File: config.mk
export PLATFORM = sky130hd
export DESIGN_NAME = codificador_4_2_pend
export DESIGN_NICKNAME = d
export VERILOG_FILES = /design/src/rtl/codif_pkg.sv /design/src/rtl/sinc_borda.sv /design/src/rtl/codificador_4_2_pend.sv
export SDC_FILE = /design/constraint.sdc
export NUM_CORES = 1
export LEC_CHECK = 0
export ABC_AREA = 1
export CORE_ASPECT_RATIO = 0.75
export CORE_MARGIN = 2
export CORE_UTILIZATION = 39
export CTS_BUF_LIST = sky130_fd_sc_hd__clkbuf_4 sky130_fd_sc_hd__clkbuf_8
export DETAILED_ROUTE_END_ITERATION = 10
export PLACE_DENSITY = 0.6
export SETUP_SLACK_MARGIN = 0.4
export SLEW_MARGIN = 20
export SYNTH_ARGS = -nofsm -noshare
export SYNTH_HDL_FRONTEND = slang
export SYNTH_SLANG_ARGS = --single-unit
File: constraint.sdc
create_clock -name clk -period 1.6 [get_ports clk]
set_input_delay 0.16 -clock clk [delete_from_list [all_inputs] [get_ports clk]]
set_output_delay 0.16 -clock clk [all_outputs]
set_load 0.005 [all_outputs]
File: src/rtl/codif_pkg.sv
// Shared types and constants for the 4->2 pending priority encoder.
// The optional lost-event counter is enabled with CODIF_CONT_PERDA_EN.
package codif_pkg;

  typedef enum logic {
    OCIOSO = 1'b0,
    VALIDO = 1'b1
  } estado_t;

  localparam logic [1:0] IDX0 = 2'd0;
  localparam logic [1:0] IDX1 = 2'd1;
  localparam logic [1:0] IDX2 = 2'd2;
  localparam logic [1:0] IDX3 = 2'd3;

  localparam int CONT_W = 8;

endpackage

File: src/rtl/sinc_borda.sv
// One request line: SYNC_STAGES-deep synchronizer followed by a rising-edge detector.
module sinc_borda #(
  parameter int SYNC_STAGES = 2
) (
  input  logic clk,
  input  logic rst,
  input  logic d,
  output logic e
);

  logic ds;
  logic prev;

  generate
    if (SYNC_STAGES == 0) begin : g_direto
      assign ds = d;
    end else begin : g_sinc
      logic [SYNC_STAGES-1:0] sync;

      // NOTE: sequential state uses <= so every stage samples the pre-edge value
      // of its neighbour; blocking = here would collapse the chain into one flop.
      always_ff @(posedge clk or posedge rst) begin
        if (rst) begin
          sync <= '0;
        end else begin
          sync[0] <= d;
          for (int k = 1; k < SYNC_STAGES; k++) sync[k] <= sync[k-1];
        end
      end

      assign ds = sync[SYNC_STAGES-1];
    end
  endgenerate

  // prev clears on reset, so a line held high through reset gives one event.
  always_ff @(posedge clk or posedge rst) begin
    if (rst) prev <= 1'b0;
    else     prev <= ds;
  end

  assign e = ds & ~prev;

endmodule

File: src/rtl/codificador_4_2_pend.sv
// Sequential 4->2 priority encoder with pending register and valid/ready output.
// Define CODIF_CONT_PERDA_EN to add the saturating PERDA_CNT lost-event counter.
module codificador_4_2_pend
  import codif_pkg::*;
#(
  parameter bit PRIO_MSB    = 1'b1,
  parameter int SYNC_STAGES = 2
) (
  input  logic clk,
  input  logic rst,
  input  logic D0,
  input  logic D1,
  input  logic D2,
  input  logic D3,
  input  logic R,
`ifdef CODIF_CONT_PERDA_EN
  output logic [CONT_W-1:0] PERDA_CNT,
`endif
  output logic A,
  output logic B,
  output logic V,
  output logic GS,
  output logic PERDA
);

  logic [3:0] d_in;
  logic [3:0] e;
  logic [3:0] p, p_next, resto, mask_aceite, perdidos;
  logic [1:0] idx, idx_next;
  logic       aceite;
  estado_t    estado, estado_next;

  assign d_in = {D3, D2, D1, D0};

  for (genvar n = 0; n < 4; n++) begin : g_linha
    sinc_borda #(.SYNC_STAGES(SYNC_STAGES)) u_sinc_borda (
      .clk (clk),
      .rst (rst),
      .d   (d_in[n]),
      .e   (e[n])
    );
  end

  function automatic logic [1:0] vencedor(input logic [3:0] req);
    vencedor = IDX0;
    if (PRIO_MSB) begin
      for (int n = 0; n < 4; n++) if (req[n]) vencedor = 2'(n);
    end else begin
      for (int n = 3; n >= 0; n--) if (req[n]) vencedor = 2'(n);
    end
  endfunction

  // The winner is chosen from P as registered; edges of this cycle are not yet visible.
  assign aceite      = (estado == VALIDO) & R;
  assign mask_aceite = aceite ? (4'b0001 << idx) : 4'b0000;
  assign resto       = p & ~mask_aceite;
  assign p_next      = resto | e;
  assign perdidos    = e & resto;

  // NOTE: every output of this block gets a default first, so no path leaves it
  // unassigned and no latch is inferred.
  always_comb begin
    estado_next = estado;
    idx_next    = idx;
    case (estado)
      OCIOSO: begin
        if (p != 4'b0000) begin
          idx_next    = vencedor(p);
          estado_next = VALIDO;
        end
      end
      VALIDO: begin
        if (R) begin
          if (resto != 4'b0000) idx_next = vencedor(resto);
          else                  estado_next = OCIOSO;
        end
      end
      default: estado_next = OCIOSO;
    endcase
  end

  always_ff @(posedge clk or posedge rst) begin
    if (rst) begin
      estado <= OCIOSO;
      idx    <= IDX0;
      p      <= '0;
      GS     <= 1'b0;
      PERDA  <= 1'b0;
    end else begin
      estado <= estado_next;
      idx    <= idx_next;
      p      <= p_next;
      GS     <= |p_next;
      PERDA  <= PERDA | (|perdidos);
    end
  end

  assign V = (estado == VALIDO);
  assign A = idx[1];
  assign B = idx[0];

`ifdef CODIF_CONT_PERDA_EN
  logic [2:0]      n_perdidos;
  logic [CONT_W:0] soma;

  always_comb begin
    n_perdidos = '0;
    for (int n = 0; n < 4; n++) n_perdidos = n_perdidos + {2'b00, perdidos[n]};
  end

  assign soma = {1'b0, PERDA_CNT} + {{(CONT_W-2){1'b0}}, n_perdidos};

  always_ff @(posedge clk or posedge rst) begin
    if (rst)           PERDA_CNT <= '0;
    else if (soma[CONT_W]) PERDA_CNT <= '1;
    else               PERDA_CNT <= soma[CONT_W-1:0];
  end
`endif

endmodule

Yosys cells after proc, flatten, opt, wreduce, memory -nomap -nowiden
Cells that the tools add are included.
- bits in registers: 21
- bits in latches: 0
- memory bits (writable): 0
- memory bits (read-only): 0
- bits of input ports: 7
- output and inout bits: 5
- logic and storage cells: 52
- memories kept: 0
- add/subtract/negate cells: 0
- $mul: 0
- div/mod/pow operators: 0
- magnitude comparators: 0
- equality and inequality tests: 3
- shifts and indexed selects: 1
- mux-type cells: 15
- bitwise logic cells: 15
- reduce and logical (&&, ||, !) cells: 5
- operator list (kind ; number):
    2-bit 2-to-1 mux ; 7
    4-bit AND ; 2
    4-bit nonzero test ; 2
    4-bit OR reduction ; 2
    1-bit AND ; 5
    1-bit 2-to-1 mux ; 5
    1-bit inverter ; 5
    4-bit 2-to-1 mux ; 1
    2-bit inequality test, second input constant ; 2
    4-bit inverter ; 1
    4-bit OR ; 1
    2-bit one-hot mux with 2 select lines ; 1
    1-bit by 2-bit left shift with 4-bit output, first input constant ; 1
    3-bit AND reduction ; 1
    2-bit by 1-bit inequality test with 1-bit output, second input constant ; 1
    1-bit one-hot mux with 2 select lines ; 1
    1-bit OR ; 1

Depth between registers and ports, before layout
Gate-level depths: netlist of run 1.
- depth in word-level cells: 10
- mapped depth: 10
- mapped depth without buffers: 10

By module
From an unflattened synthesis of run 1, not the netlist that was laid out.
- cells, all modules: 88
- area total of the unflattened synthesis: 809.5 um2
- by module, submodules not included (module ; times used ; cells an instance ; area each (um2) ; seq. area each (um2)):
    codificador_4_2_pend ; 1 ; 64 ; 454.2 ; 225.2
    sinc_borda ; 4 ; 6 ; 88.8 ; 75.1

Worst setup path before layout of run 1
Ideal clock, no wire load.
- path kind: register to register
- from: register idx[0]
- to: register idx[0]
- setup time: 117 ps
- data arrival time: 965 ps
- data required time: 1483 ps
- slack: 518 ps
- cell stages (with the launch flop): 9
- buffers on the path: 0
- period minus slack after synthesis: 1082 ps
- path through: dfrtp_1 > inv_1 > nand2_1 > nor2_1 > nor2_2 > nor2_2 > nand2_2 > nand3_1 > nand2_1
- word-level cells in the longest chain between the ends: 10
- elaborated cells on any way between the ends: 13
- classes of those cells: 1 x eq/ne; 1 x shift; 7 x mux; 2 x bitwise; 2 x reduce/logical
- RTL lines (what ; RTL line ; RTL):
    start, declared ; codificador_4_2_pend.sv:29 ; logic [1:0] idx, idx_next;
    start signal, assigned ; codificador_4_2_pend.sv:91 ; idx <= idx_next;
    1-bit by 2-bit left shift with 4-bit output (*) ; codificador_4_2_pend.sv:55 ; assign mask_aceite = aceite ? (4'b0001 << idx) : 4'b0000;
    4-bit 2-to-1 mux (*) ; codificador_4_2_pend.sv:55 ;
    4-bit inverter (*) ; codificador_4_2_pend.sv:56 ; assign resto = p & ~mask_aceite;
    4-bit AND (*) ; codificador_4_2_pend.sv:56 ;
    1-bit 2-to-1 mux ; codificador_4_2_pend.sv:47 ; for (int n = 0; n < 4; n++) if (req[n]) vencedor = 2'(n);
    2-bit 2-to-1 mux (2 in a row) ; codificador_4_2_pend.sv:47 ;
    2-bit 2-to-1 mux ; codificador_4_2_pend.sv:74 ; if (resto != 4'b0000) idx_next = vencedor(resto);
    2-bit 2-to-1 mux ; codificador_4_2_pend.sv:73 ; if (R) begin
    2-bit one-hot mux with 2 select lines ; codificador_4_2_pend.sv:65 ; case (estado)
Mark *: on every way between the ends. The rest lies on a longest branch, timed or not. The select of a mux whose other input is x is not followed.
A chain may end at the register's enable or synchronous reset.

Worst setup path after layout of run 1
- from: register idx[0]
- to: register idx[1]
- word-level cells in the longest chain between the ends: 9
- elaborated cells on any way between the ends: 12
- classes of those cells: 1 x eq/ne; 1 x shift; 6 x mux; 2 x bitwise; 2 x reduce/logical
- RTL lines (what ; RTL line):
    1-bit by 2-bit left shift with 4-bit output (*) ; codificador_4_2_pend.sv:55
    4-bit 2-to-1 mux (*) ; codificador_4_2_pend.sv:55
    4-bit inverter (*) ; codificador_4_2_pend.sv:56
    4-bit AND (*) ; codificador_4_2_pend.sv:56
    2-bit 2-to-1 mux (2 in a row) ; codificador_4_2_pend.sv:47
    2-bit 2-to-1 mux ; codificador_4_2_pend.sv:74
    2-bit 2-to-1 mux ; codificador_4_2_pend.sv:73
    2-bit one-hot mux with 2 select lines ; codificador_4_2_pend.sv:65
Marks and branches as above.

==> impl_metrics.ini, run 1 <==
[grt]
track_usage_pct = 11.8
grt_max_degree = 22
antenna_found_initial = 0
grt_pass1_vias = 510
gr-total-overflow = 0
grt_pass1_wl_um = 2140

[pwr]
clockPowerShare_pct = 18.4
powerDensity_mw_per_mm2 = 1280
swShare_pct = 32.5
leakage_nw = 0.518
seq_power_share_pct = 46.8
vdd_drop_max_mv = 0.732
p_int_w = 0.000922
net-switching-power_w = 0.000443
power_frac_comb_pct = 34.8

[sta]
finalCritPeriodShare_pct = 77.1
relSlewSlack_pct = 83.6
clock_skew_ns = 0.00492
setup_viol_count_final = 0
rsz0062_at_grt = yes
worstMarginPinSlew_ns = 0.246
max_clock_freq_mhz = 811
drv_slew = 0
fin_tns_setup_ns = 0
hold_viol = 0
fin_crit_ns = 1.23

[floorplan]
core-area_mm2 = 0.00194
die_h_um = 42.8
dieWidth_um = 55.8
start_util_pct = 40.3
row_count = 14
pin_count = 12
dieArea_mm2 = 0.00239

[cells_and_area]
area_growth_syn_to_layout_pct = 36.2
antennaDiodeCount = 0
fillers = 185
drive_gt1_share_pct = 31.4
nets = 110
final_util_pct = 55.0

[synth]
yosysUniqueCellTypes = 14
syn_inst = 81
ys_warn_count = 0
syn-cell-area_um2 = 785
synth_nets = 88
ys_seq_area_share_pct = 67.0
synth_top_area_cell = dfrtp_1
syn_area_per_cell_um2 = 9.69
ys_top_cells_by_area = dfrtp_1 67%, nand2_1 7.7%, inv_1 6.7%
ys_ff_latch = 21
synth.top_cell.area_share_pct = 67.0

[clock_network]
htreeDepth = 1
clk_path_buf_depth = 2
clk_pin_slew_ns = 0.11
cts_tree = yes
hold_buffers = 0
cts_buffers = 3
insertion_delay_ns = 0.28
cts_sinks = 21
cts-root-buf = clkbuf_4

[worst_setup_path]
arrival_ns = 1.41
reg2reg_depth = 7
endpoint_kind = flop
crit_cells = 7
critPathBufInv = 2
startpoint_type = flop
cp_max_fo = 3
cp_slowest_cell = dfrtp_1
crit_top_cell = nor2_2
path_delay_family = flip-flops
crit_chain = buf_6, nand2_4, nor2_2, nor2_2, buf_4, o22ai_1, nand2_1
max_stage_delay_ns = 0.41
required_ns = 1.78
crit_type = reg -> reg

[drt]
drc = 0
wl_um = 1260
via_per_inst = 4.44
ant_nets = 0
num_vias = 560
dr.pass1.iters = 4
first_iter_violations = 8
wl_per_cell_um = 10.0

[hold_path]
hp-class = in -> async

[run]
cap_viol_max_count = 0

[placed_design]
post-dp-hpwl_um = 854
port-buffer-count = 11
gp_congestion = 0.765

[outcome]
status = completed
worst min-delay path: stages:
cell and delay (ns):
clkdlybuf4s50_1 0.39, inv_1 0.05, buf_4 0.25
cell usage after synthesis:
cell type and number:
nor2_2 2, inv_2 1, nor2_1 12, nand2_2 4
nand3_1 4, inv_1 14, o21ai_0 1, nor3_1 1
dfrtp_1 21, o21bai_1 1, nand2_1 16, o21ai_1 2
o22ai_1 1, or2_2 1
layer usage:
layer	part of all wire (%)	global-route usage (%)	wire length, µm	vias to the layer above
met3	3.6	3.05	46	2
li1	-	-	-	284
met1	48	15.1	606	260
met4	0.87	5.85	11	0
met5	0	0	0	-
met2	47	18.8	597	14
stage by stage:
step	hold slack, ns	std cells	total power [W]	area, µm²	setup slack [ns]
after floorplan	0.137	81	0.000855	785	0.518
after global placement	0.333	117	0.000960	932	0.0818
after detailed placement	0.336	117	0.000963	932	0.114
after CTS	0.185	124	0.00125	983	0.276
after global routing	0.194	126	0.00147	1070	0.290
final	0.177	126	0.00136	1070	0.366
cell families (layout without fill, tap and decap cells):
| group | count (synthesis) | in the layout | synth area share, % |
|---|---|---|---|
| DFF | 21 | 21 | 67.0 |
| and+or+nand+nor | 40 | 40 | 22.2 |
| AOI/OAI and AO/OA | 5 | 5 | 3.67 |
| buffers and inverters | 15 | 36 | 7.18 |
cell type report:
| cell class | count | area (µm²) | area share, % |
|---|---|---|---|
| Clock buffer | 4 | 30.0 | 2.81 |
| Timing Repair Buffer | 17 | 164 | 15.3 |
| Inverter | 15 | 56.3 | 5.27 |
| Sequential cell | 21 | 526 | 49.2 |
| Multi-Input combinational cell | 45 | 263 | 24.6 |
| Tap cell | 24 | 30.0 | 2.81 |
power by group through the flow:
stage	Clock (W)	Sequential [W]	Combinational [W]
after floorplan	0	0.000648	0.000208
after global placement	0	0.000653	0.000307
after detailed placement	0	0.000656	0.000307
after CTS	0.000265	0.000633	0.000348
after global routing	0.000294	0.000647	0.000528
final	0.000251	0.000639	0.000475
worst paths after layout:
| path | start | end | slack (ns) |
|---|---|---|---|
| setup reg to reg | idx[0] | idx[1] | 0.37 |
| max in group asynchronous | rst | p[1] | 1.22 |
| min in group clk | D3 | g_linha[3].u_sinc_borda.g_sinc.sync[0] | 0.30 |
| hold / removal | rst | g_linha[2].u_sinc_borda.prev | 0.18 |
| hold reg to reg | g_linha[1].u_sinc_borda.g_sinc.sync[0] | g_linha[1].u_sinc_borda.g_sinc.sync[1] | 0.36 |
| setup / recovery | idx[0] | idx[1] | 0.37 |
cells in the final DEF (no fill, tap or decap):
master | synthesis | routed
buf_6 | 0 | 3
buf_4 | 0 | 3
o21ai_2 | 0 | 1
nand2_8 | 0 | 1
o21bai_1 | 1 | 1
nand2_4 | 0 | 2
nand2_2 | 4 | 7
clkdlybuf4s50_1 | 0 | 6
nor2_4 | 0 | 1
nand3_1 | 4 | 4
nor2_1 | 12 | 7
dfrtp_1 | 21 | 21
o22ai_1 | 1 | 1
o21ai_1 | 2 | 2
inv_1 | 14 | 12
nor2_2 | 2 | 6
nor3_1 | 1 | 1
nand2_1 | 16 | 10
or2_2 | 1 | 1
dlymetal6s2s_1 | 0 | 1
clkbuf_4 | 0 | 4
dlygate4sd2_1 | 0 | 4
inv_2 | 1 | 3
sequential cells by signal, summed over array words and instances (netlist names):
register / cells
g_linha.u_sinc_borda.g_sinc.sync: 8
g_linha.u_sinc_borda.prev: 4
p: 4
idx: 2
GS: 1
PERDA: 1
V: 1
repair_timing:
| action | 4_1_cts | 5_1_grt |
|---|---|---|
| gates resized for setup | 6 | 22 |
| setup endpoints to repair | 6 | 6 |
| buffers inserted | 3 | 2 |
| pin swaps | 0 | 6 |
Power figures use the tool's default switching activity.
==> inputs of run 2 (changes only) <==
==> constraint.sdc (replaced) <==
create_clock -name clk -period 1.2 [get_ports clk]
set_input_delay 0.12 -clock clk [delete_from_list [all_inputs] [get_ports clk]]
set_output_delay 0.12 -clock clk [all_outputs]
set_load 0.005 [all_outputs]
==> run 2 against run 1 <==
The run now ends with setup timing left. First-iteration DRC count shrank 50%. Via count grew 1.8%. Count of clock-buffer cells in the layout shrank 1. Final cell count grew 3.2%. Register-to-register slack lost 0.46 ns.
==> impl_metrics.ini, run 2 (synthesis results as in run 1) <==
[worst_setup_path]
crit_type = reg -> reg
arrival_ns = 1.50
max_stage_delay_ns = 0.41
cp_slowest_cell = dfrtp_1
critPathBufInv = 1
required_ns = 1.41
endpoint_kind = flop
cp_max_fo = 4
path_delay_family = simple AND/OR/NAND/NOR gates
crit_chain = buf_6, nand2_4, nor2_1, nor2_1, nor2_2, nand2_2, nand2_2, nand2_1, nand2_1
startpoint_type = flop

[grt]
track_usage_pct = 12.4
grt_max_degree = 22
antenna_found_initial = 0
gr-total-overflow = 0
grt_pass1_vias = 509
grt_pass1_wl_um = 2170

[placed_design]
post-place-ws_ns = -0.241
dp.cells = 119
post-dp-hpwl_um = 894
gp_congestion = 0.779
port-buffer-count = 11

[floorplan]
row_count = 14
dieArea_mm2 = 0.00239
die_h_um = 42.8
pin_count = 12
start_util_pct = 40.3
dieWidth_um = 55.8
core-area_mm2 = 0.00194

[cells_and_area]
antennaDiodeCount = 0
biggestRegsByFlops = g_linha.u_sinc_borda.g_sinc.sync: 8 flops, g_linha.u_sinc_borda.prev: 4 flops, p: 4 flops
largest_register_ffs = 8
regMostFlops = g_linha.u_sinc_borda.g_sinc.sync
area_growth_syn_to_layout_pct = 41.3
nets = 114
final_cell_mix = 21 x dfrtp_1, 10 x inv_1, 9 x nand2_1
layout_commonest_cell = dfrtp_1
drive_gt1_share_pct = 43.4
fin_cells = 130
fillers = 177

[sta]
max_clock_freq_mhz = 776
rsz0062_at_grt = yes
fin_ws_ns = -0.0889
holdWs_ns = 0.124
setup_viol_count_final = 3
drv_slew = 0
hold_viol = 0
fin_crit_ns = 1.29
relSlewSlack_pct = 82.7
clock_skew_ns = 0.00217
worstMarginPinSlew_ns = 0.259
finalCritPeriodShare_pct = 107

[hold_path]
hp-class = in -> async

[run]
cap_viol_max_count = 0

[outcome]
status = complete, but fails checks
violations = setup timing

[drt]
wl_per_cell_um = 10.6
via_per_inst = 4.38
drc = 0
ant_nets = 0
num_vias = 570
dr.pass1.iters = 4
first_iter_violations = 4
wl_um = 1380

[clock_network]
clk_path_buf_depth = 2
insertion_delay_ns = 0.30
htreeDepth = 1
clk_pin_slew_ns = 0.12
cts_buffers = 3
cts_sinks = 21
cts_tree = yes
cts-root-buf = clkbuf_4

[pwr]
powerDensity_mw_per_mm2 = 1780
leakage_nw = 0.530
vdd_drop_max_mv = 1.04
run 2: worst paths after layout:
path | end | cells past startpoint | startpoint | slack (ns)
min in group clk | g_linha[2].u_sinc_borda.g_sinc.sync[0] | 1 | D2 | 0.24
max | idx[0] | 9 | idx[0] | -0.09
max in group asynchronous | p[0] | 3 | rst | 0.87
min | V | 3 | rst | 0.12
max reg2reg | idx[0] | 9 | idx[0] | -0.09
min reg2reg | g_linha[1].u_sinc_borda.g_sinc.sync[1] | 0 | g_linha[1].u_sinc_borda.g_sinc.sync[0] | 0.36
run 2: stage by stage:
step                instance area [µm²]  util (%)  setup TNS, ns  total power [W]
floorplan                           791         -              0          0.00116
global placement                    953      49.0         -0.789          0.00132
detailed placement                  953      49.0         -0.919          0.00133
CTS                                1040      53.5         -0.102          0.00182
global route                       1110      57.0         -0.482          0.00210
finish                             1110      57.0         -0.201          0.00197
run 2: layout make-up:
class / count / area [µm²] / area share, %
Clock inverter: 1 / 7.51 / 0.677
Sequential cell: 21 / 526 / 47.4
Inverter: 15 / 61.3 / 5.53
Tap cell: 24 / 30.0 / 2.71
Clock buffer: 3 / 22.5 / 2.03
Timing Repair Buffer: 21 / 178 / 16.0
Multi-Input combinational cell: 45 / 284 / 25.6
run 2: power by group:
group          internal, W  switching, W  total (W)  leakage (nW)
clock network     0.000127      0.000219   0.000345        0.0139
logic             0.000355      0.000416   0.000771         0.286
registers         0.000799     0.0000542   0.000854         0.230
total              0.00128      0.000689    0.00197         0.530
run 2: worst min-delay path, delay by kind of cell:
family	cells	cell delay, ns
buffers and inverters	3	0.70
run 2: repair_timing:
item                                    CTS  global route
pin swaps                                 8             8
gates resized for setup                  33            16
hold buffers                              0             0
endpoints found under the setup margin   14            14
buffers inserted                          5             2
run 2: per-layer routing:
layer	GRT usage, %	vias to the layer above	wire length [µm]
li1	-	295	-
met1	14.5	263	587
met4	1.46	0	10
met2	20.5	10	714
met3	7.01	2	63
met5	0	-	0
==> inputs of run 3 (changes only) <==
--- a/config.mk
+++ b/config.mk
@@ -8,10 +8,10 @@
 export ABC_AREA = 1
 export CORE_ASPECT_RATIO = 0.75
 export CORE_MARGIN = 2
-export CORE_UTILIZATION = 39
+export CORE_UTILIZATION = 43
 export CTS_BUF_LIST = sky130_fd_sc_hd__clkbuf_4 sky130_fd_sc_hd__clkbuf_8
 export DETAILED_ROUTE_END_ITERATION = 10
-export PLACE_DENSITY = 0.6
+export PLACE_DENSITY = 0.65
 export SETUP_SLACK_MARGIN = 0.4
 export SLEW_MARGIN = 20
 export SYNTH_ARGS = -nofsm -noshare
==> run 3 against run 2 <==
Highest routed layer unchanged. Wire length is 4.7% higher. Final area is 0.34% higher. The flow still finishes with violations (setup timing). Sequential cell count stayed put. Worst hold slack worse by 0.0052 ns.
==> impl_metrics.ini, run 3 (synthesis results as in run 1) <==
[sta]
fin_tns_setup_ns = -0.00448
worstMarginPinSlew_ns = 0.250
hold_viol = 0
drv_slew = 0
fin_crit_ns = 1.20
finalCritPeriodShare_pct = 100
max_clock_freq_mhz = 830
clock_skew_ns = 0.0121
rsz0062_at_grt = yes
relSlewSlack_pct = 83.3
fin_ws_ns = -0.00448
setup_viol_count_final = 1

[worst_setup_path]
regToRegStartpoint = idx[0]
crit_type = reg -> reg
endpoint = idx[1]
reg2reg_depth = 7
r2r_slack_ns = -0.004
arrival_ns = 1.41
timing.rr.end = idx[1]
endpoint_kind = flop
startpoint_type = flop
required_ns = 1.41
cp_max_fo = 3
startpoint = idx[0]

[cells_and_area]
largest_register_ffs = 8
fillers = 143
nets = 111
multi_input_area_um2 = 312
regMostFlops = g_linha.u_sinc_borda.g_sinc.sync
drive_gt1_share_pct = 38.8
antennaDiodeCount = 0
final_util_pct = 64.5
biggestRegsByFlops = g_linha.u_sinc_borda.g_sinc.sync: 8 flops, g_linha.u_sinc_borda.prev: 4 flops, p: 4 flops
final_cell_mix = 21 x dfrtp_1, 11 x inv_1, 10 x nand2_1
area_growth_syn_to_layout_pct = 41.8
layout_commonest_cell = dfrtp_1
seqCellArea_um2 = 526

[pwr]
p_int_w = 0.00127
vdd_drop_max_mv = 1.15
powerDensity_mw_per_mm2 = 1760
seq_power_share_pct = 44.1
leakage_nw = 0.531
net-switching-power_w = 0.000690
swShare_pct = 35.2
power_frac_comb_pct = 38.0
clockPowerShare_pct = 17.9

[clock_network]
htreeDepth = 1
insertion_delay_ns = 0.31
cts_tree = yes
hold_buffers = 0
clk_pin_slew_ns = 0.11
clk_path_buf_depth = 2
cts_buffers = 3
cts-root-buf = clkbuf_4
cts_sinks = 21

[floorplan]
pin_count = 12
start_util_pct = 45.5
die_h_um = 41.0
core-area_mm2 = 0.00172
dieWidth_um = 53.3
dieArea_mm2 = 0.00219
row_count = 13

[drt]
dr.pass1.iters = 2
ant_nets = 0
drc = 0
wl_per_cell_um = 11.5
num_vias = 572
first_iter_violations = 1
via_per_inst = 4.58
wl_um = 1440

[hold_path]
hp-class = in -> async

[grt]
gr-total-overflow = 0
track_usage_pct = 16.4
grt_pass1_vias = 521
grt_pass1_wl_um = 2240
grt_max_degree = 22
antenna_found_initial = 0

[outcome]
status = complete, but fails checks
violations = setup timing

[run]
cap_viol_max_count = 0

[placed_design]
port-buffer-count = 11
post-dp-hpwl_um = 949
gp_congestion = 0.875
run 3: cell count changes in the layout (fill, tap and decap cells not counted), moves of 2 or more:
cell / before / now
nor2_4: 2 / 7
dlygate4sd2_1: 0 / 2
nor2_2: 5 / 2
buf_4: 7 / 4
nor2_1: 7 / 5
nand2_2: 7 / 5
o21ai_2: 0 / 2
run 3: critical path, stage by stage (launching register included):
cell and delay (ns):
dfrtp_1 0.42, buf_6 0.14, nand2_4 0.06, nor2_4 0.10, nor2_4 0.05, buf_4 0.12, o22ai_1 0.15, nand2_1 0.07
run 3: worst min-delay path by stage:
stage / startpoint / end / slack (ns)
after floorplan: rst / GS / 0.1
after global placement: g_linha[0].u_sinc_borda.g_sinc.sync[0] / g_linha[0].u_sinc_borda.g_sinc.sync[1] / 0.33
after detailed placement: g_linha[1].u_sinc_borda.g_sinc.sync[0] / g_linha[1].u_sinc_borda.g_sinc.sync[1] / 0.34
after CTS: rst / idx[1] / 0.12
after global routing: rst / idx[0] / 0.13
final: rst / g_linha[3].u_sinc_borda.g_sinc.sync[0] / 0.12
run 3: power groups by stage:
stage,clock network (W),logic (W),registers (W)
floorplan,0,0.000295,0.000866
global placement,0,0.000447,0.000877
detailed placement,0,0.000450,0.000886
CTS,0.000371,0.000584,0.000857
global route,0.000398,0.000822,0.000880
finish,0.000350,0.000745,0.000865
run 3: final cells by class:
type                            count  share of cell area (%)
Timing Repair Buffer               18                    14.1
Tap cell                           22                    2.47
Multi-Input combinational cell     45                    28.0
Clock buffer                        4                    2.70
Inverter                           15                    5.51
Sequential cell                    21                    47.2
run 3: timing repair:
item                       4_1_cts  5_1_grt
setup endpoints to repair       14       14
pin swaps                        7       10
gates resized for setup         27       21
buffers inserted                 4        0
run 3: through the flow:
stage | total power [W] | instance area, µm² | setup slack [ns] | hold slack, ns | cells
6_report | 0.00196 | 1110 | -0.00448 | 0.119 | 125
3_3_place_gp | 0.00132 | 951 | -0.224 | 0.334 | 117
5_1_grt | 0.00210 | 1110 | -0.0953 | 0.133 | 125
3_5_place_dp | 0.00134 | 951 | -0.244 | 0.339 | 117
2_1_floorplan | 0.00116 | 791 | 0.120 | 0.0965 | 81
4_1_cts | 0.00181 | 1030 | 0.00802 | 0.124 | 125
run 3: metal layers:
metal	global-route usage, %	wire (µm)	up-vias
met3	6.93	64	7
met4	10.3	54	0
met1	18.2	584	262
met2	26.9	736	13
met5	0	0	-
li1	-	-	290
